$ cat src/rtl/zstr_src_fifo.sv
// ---------------------------------------------------------------------------
// zstr_src_fifo
//
// Purpose:
//   Small source FIFO that turns a load interface (l_vld/l_ack/l_bus) into a
//   valid/acknowledge stream (z_vld/z_ack/z_bus). It keeps a running count of
//   completed stream transfers. An optional pseudo-random throttle can delay
//   the launch of new stream words.
//
// Build option:
//   ZSTR_SRC_THROTTLE_EN - when defined, a 16-bit Galois LFSR (taps
//                          16,14,13,11) advances every cycle and a new word
//                          may only be launched when LFSR[7:0] >= thr. When
//                          undefined, the LFSR is omitted and thr is ignored.
//
// Ports:
//   z_clk    in   1      system clock, rising edge
//   z_rst_n  in   1      asynchronous reset, active-low
//   l_vld    in   1      load valid
//   l_bus    in   BW     load data
//   l_ack    out  1      load acknowledge (FIFO not full)
//   z_vld    out  1      stream valid
//   z_bus    out  BW     stream data (FIFO head, or {BW{XZ}} when idle)
//   z_ack    in   1      stream acknowledge
//   thr      in   8      throttle threshold
//   clr      in   1      synchronous transfer counter clear
//   lvl      out  AW+1   FIFO occupancy
//   cnt      out  CW     completed stream transfers (wraps)
// ---------------------------------------------------------------------------
module zstr_src_fifo #(
    parameter int   BW    = 8,
    parameter int   DEPTH = 4,
    parameter int   AW    = 2,
    parameter int   CW    = 16,
    parameter logic XZ    = 1'b0
) (
    input  logic            z_clk,
    input  logic            z_rst_n,
    input  logic            l_vld,
    input  logic [BW-1:0]   l_bus,
    output logic            l_ack,
    output logic            z_vld,
    output logic [BW-1:0]   z_bus,
    input  logic            z_ack,
    input  logic [7:0]      thr,
    input  logic            clr,
    output logic [AW:0]     lvl,
    output logic [CW-1:0]   cnt
);

    localparam logic [AW:0] FULL_LVL = (AW+1)'(DEPTH);

    logic [BW-1:0] r_mem [DEPTH];
    logic [AW-1:0] r_wp;
    logic [AW-1:0] r_rp;
    logic [AW:0]   r_lvl;
    logic          r_vld;
    logic [CW-1:0] r_cnt;

    logic [AW:0]   w_lvl_nxt;
    logic          w_vld_nxt;
    logic          w_load;
    logic          w_pop;
    logic          w_gate;

    // l_ack depends on registered occupancy only, so there is no
    // combinational path from z_ack to l_ack.
    assign l_ack  = (r_lvl != FULL_LVL);
    assign w_load = l_vld & l_ack;
    assign w_pop  = r_vld & z_ack;

`ifdef ZSTR_SRC_THROTTLE_EN
    logic [15:0] r_lfsr;
    logic [15:0] w_lfsr_nxt;

    // Right-shifting Galois form; mask 16'hB400 encodes taps 16,14,13,11.
    assign w_lfsr_nxt = {1'b0, r_lfsr[15:1]} ^ (r_lfsr[0] ? 16'hB400 : 16'h0000);

    always_ff @(posedge z_clk or negedge z_rst_n) begin
        if (!z_rst_n) begin
            r_lfsr <= 16'hACE1;
        end else begin
            r_lfsr <= w_lfsr_nxt;
        end
    end

    // thr = 0 always opens the gate since any byte is >= 0.
    assign w_gate = (r_lfsr[7:0] >= thr);
`else
    logic w_unused_thr;
    assign w_unused_thr = ^thr;
    assign w_gate       = 1'b1;
`endif

    always_comb begin
        w_lvl_nxt = r_lvl;
        case ({w_load, w_pop})
            2'b10:   w_lvl_nxt = r_lvl + (AW+1)'(1);
            2'b01:   w_lvl_nxt = r_lvl - (AW+1)'(1);
            default: w_lvl_nxt = r_lvl;
        endcase
    end

    // A word already on the bus and not yet taken stays valid regardless of
    // the gate; the gate only decides whether a new head is launched.
    assign w_vld_nxt = (w_lvl_nxt != '0) && ((r_vld && !w_pop) || w_gate);

    always_ff @(posedge z_clk or negedge z_rst_n) begin
        if (!z_rst_n) begin
            r_wp  <= '0;
            r_rp  <= '0;
            r_lvl <= '0;
            r_vld <= 1'b0;
        end else begin
            if (w_load) begin
                r_wp <= r_wp + AW'(1);
            end
            if (w_pop) begin
                r_rp <= r_rp + AW'(1);
            end
            r_lvl <= w_lvl_nxt;
            r_vld <= w_vld_nxt;
        end
    end

    // Clear wins over a simultaneous transfer.
    always_ff @(posedge z_clk or negedge z_rst_n) begin
        if (!z_rst_n) begin
            r_cnt <= '0;
        end else if (clr) begin
            r_cnt <= '0;
        end else if (w_pop) begin
            r_cnt <= r_cnt + CW'(1);
        end
    end

    // Storage is data only; reset just empties the FIFO via the pointers.
    always_ff @(posedge z_clk) begin
        if (w_load) begin
            r_mem[r_wp] <= l_bus;
        end
    end

    assign z_vld = r_vld;
    assign z_bus = r_vld ? r_mem[r_rp] : {BW{XZ}};
    assign lvl   = r_lvl;
    assign cnt   = r_cnt;

endmodule

$ cat config.mk
export PLATFORM = sky130hd
export DESIGN_NAME = zstr_src_fifo
export DESIGN_NICKNAME = d
export VERILOG_FILES = /design/src/rtl/zstr_src_fifo.sv
export SDC_FILE = /design/constraint.sdc
export NUM_CORES = 1
export LEC_CHECK = 0
export ABC_AREA = 0
export CAP_MARGIN = 10
export CELL_PAD_IN_SITES_DETAIL_PLACEMENT = 0
export CELL_PAD_IN_SITES_GLOBAL_PLACEMENT = 2
export CORE_MARGIN = 1
export CORE_UTILIZATION = 37
export CTS_CLUSTER_SIZE = 12
export DETAILED_ROUTE_END_ITERATION = 12
export PLACE_DENSITY_LB_ADDON = 0.08
export SYNTH_ARGS = -nofsm -noshare
export SYNTH_HDL_FRONTEND = slang
export SYNTH_SLANG_ARGS = --single-unit
$ cat constraint.sdc
create_clock -name z_clk -period 4.6 [get_ports z_clk]
set_clock_uncertainty 0.1 [all_clocks]
set_input_delay 0.69 -clock z_clk [delete_from_list [all_inputs] [get_ports z_clk]]
set_output_delay 0.69 -clock z_clk [all_outputs]
set_load 0.01 [all_outputs]
==> flow_summary.toml <==
[worst_setup_path]
critical_path_class = "reg2out"
crit_arrival_ns = 2.25
critical_path.startpoint_type = "flop"
worstPathCellList = "mux4_2, and2_1, clkdlybuf4s50_1"
worst_path_max_delay_cell = "sky130_fd_sc_hd__dfrtp_1"
worst-path-max-fanout = 10
timing.critical_path.required_ns = 3.81
slowest_delay_ns = 0.74
setup.worst_path.end_class = "output port"

[grt]
grt_start_max_net_pins = 25
first_global_vias = 1471
initial_antenna_violation_count = 0
grt_util_all_layers_pct = 14.1
grt_pass1_wl_mm = 7.43
grt-ovfl-total = 0

[clock_network]
cts_post_setup_buffers_inserted = 0
hold_buffers = 0
h-tree-depth = 2
cts_sinks = 56
cts_root_buf = "sky130_fd_sc_hd__clkbuf_8"
clk-insertion-delay-late_ns = 0.30
cts_tree = "built"
postCtsResizedCells = 0
cts_buffer_depth = 2
clk_transition_reported_paths_ns = 0.10
cts_made_buffers = 5

[placed_design]
numPortBuffers = 41
place_congestion = 0.781
dp_hpwl_mm = 3.17
place.detailed.instances = 282

[finish]
instances_no_fill = 291
fill_cells = 583
finish.net_count = 241
layout-drive-gt1-share_pct = 10.7
area_delta_synth_final_pct = 25.0
antenna_cells_inserted = 0

[power_and_ir_drop]
power_density_mw_per_mm2 = 489
power_leakage_uw = 0.00112
vdd_drop_max_v = 0.000228

[timing]
slew_headroom_pct = 57.8
timing.final.setup_violations = 0
grt_setup_unrepaired = "false"
final-hold-violation-count = 0
layout_worst_path_cycle_share_pct = 66.1
finalMaxSlewViolations = 0
tightestPinTransition_ns = 0.631
fin_crit_ns = 3.04
fmax_mhz = 329
fin_setup_tns_ns = 0

[drt]
vias = 1451
postRouteWirelength_mm = 4.44
detail_route.wl_per_cell_um = 15.3
first_iter_violations = 116
detail_route.vias_per_cell = 4.99
remaining_drc_errors = 2
final_antenna_net_count = 0
firstDrtPassIters = 8

[floorplan]
rows = 29
i_o_pin_cnt = 50
die_area_mm2 = 0.00687
core_area_mm2 = 0.00631
floorplan.die.width_um = 82.9
die_h_um = 82.9
initial_utilization_pct = 38.3

[synthesis]
synth_seq_cells = 56
post_synth_num_cell_types = 27
total_of_warnings_raised_by_yosys = 0
syn_inst = 169
synth.yosys.seq_area_share_pct = 64.5
postSynthAreaPerCell_um2 = 14.3
synth_nets = 197
netlist_area_mm2 = 0.00242

[flow_run]
drv_cap = 0

[outcome]
failed_checks = "DRC"
run_status = "complete, but fails checks"

[min_path]
class_of_the_most_critical_hold_timing_path = "reg2reg"
[critical path, delay by kind of cell, from the launching register on]
| family | cells | cell delay (ns) |
|---|---|---|
| buffers and inverters | 1 | 0.47 |
| multiplexers | 1 | 0.56 |
| AND/OR/NAND/NOR | 1 | 0.17 |
| flip-flops | 1 | 0.74 |
[cell usage in the layout, fill, tap and decap left out, drive strengths merged]
master,netlist,final
a21oi,5,5
and2,9,9
and3,7,7
and4,1,1
buf,1,1
clkbuf,4,5
clkdlybuf4s50,0,41
clkinv,0,2
dfrtp,24,24
edfxtp,32,32
fa,1,1
ha,6,6
inv,5,6
mux2,2,2
mux4,8,8
nand2,9,9
nand3,7,7
nand4,5,5
nor2,14,14
nor4,2,2
o21ai,3,3
o31ai,1,1
or3,4,4
or4,2,2
xnor2,9,9
xor2,8,8
[registers in the layout (all words and copies together), names as in the netlist]
signal	cells
lvl	3
r_mem	32
z_vld	1
cnt	16
r_rp	2
r_wp	2
[power by group]
part           leakage [µW]  total (µW)  internal [µW]  switching, µW
registers          0.000607         726            633           93.1
logic              0.000466         487            296            192
clock network     0.0000485         266            109            157
total               0.00112        1480           1040            442
[kinds of logic (layout without fill, tap and decap cells)]
logic type	count (synthesis)	count (layout)	synth area share [%]
AND/OR/NAND/NOR	60	60	13.4
flip-flops	56	56	64.5
XOR/XNOR	17	17	6.15
multiplexers	10	10	8.38
buffers and inverters	10	55	1.60
AO/OA/AOI/OAI	9	9	1.96
adder cells (fa/ha/maj)	7	7	3.93
[per-stage QoR]
stage | setup slack [ns] | total power [µW] | hold WS (ns) | utilization [%] | instance area (µm²)
finish | 1.56 | 1480 | 0.431 | 47.9 | 3030
global route | 1.37 | 1580 | 0.456 | 47.9 | 3030
CTS | 1.48 | 1500 | 0.437 | 47.5 | 3000
detailed placement | 1.54 | 1230 | 0.416 | 46.0 | 2910
global placement | 1.54 | 1210 | 0.400 | 46.0 | 2910
floorplan | 2.22 | 1000 | 0.294 | - | 2420
[worst paths after layout]
kind / depth (start not counted) / start / end / slack [ns]
hold reg to reg: 1 / lvl[2] / lvl[2] / 0.43
max in group asynchronous: 2 / z_rst_n / cnt[2] / 3.35
setup / recovery: 3 / r_rp[0] / z_bus[4] / 1.56
min in group asynchronous: 1 / z_rst_n / cnt[15] / 0.60
setup reg to reg: 6 / z_vld / z_vld / 2.07
hold / removal: 1 / lvl[2] / lvl[2] / 0.43
[cells in the mapped netlist, drive strengths merged]
cell type  instances  share of area [%]
xnor2              9                3.3
inv                5               0.78
mux4               8                7.4
o31ai              1               0.31
edfxtp            32                 40
buf                1               0.21
clkbuf             4               0.62
xor2               8                2.9
nand4              5                1.3
and2               9                2.3
a21oi              5                1.0
mux2               2               0.93
nand2              9                1.4
dfrtp             24                 25
ha                 6                3.1
nand3              7                1.7
nor2              14                2.2
and3               7                1.8
nor4               2               0.52
and4               1               0.41
o21ai              3               0.62
or3                4                1.1
fa                 1               0.83
or4                2               0.78
[metal layers]
metal / vias up / wire length (µm) / track usage [%] / share of wire (%)
met4: 0 / 40 / 4.70 / 0.90
met2: 24 / 2200 / 22.1 / 50
met5: - / 0 / 0 / 0
met3: 5 / 150 / 3.58 / 3.4
li1: 710 / - / - / -
met1: 712 / 2050 / 19.2 / 46
[final cells by class]
class                      instances  area (µm²)  share of cell area, %
sequential                        56        1560                   51.6
multi-input combinational        103         820                   27.1
timing repair buffer              42         438                   14.5
tap                               77        96.3                   3.18
clock buffer                       5        68.8                   2.27
clock inverter                     3        22.5                  0.744
inverter                           5        18.8                  0.620
No activity file was read; power rests on OpenSTA's default activity.
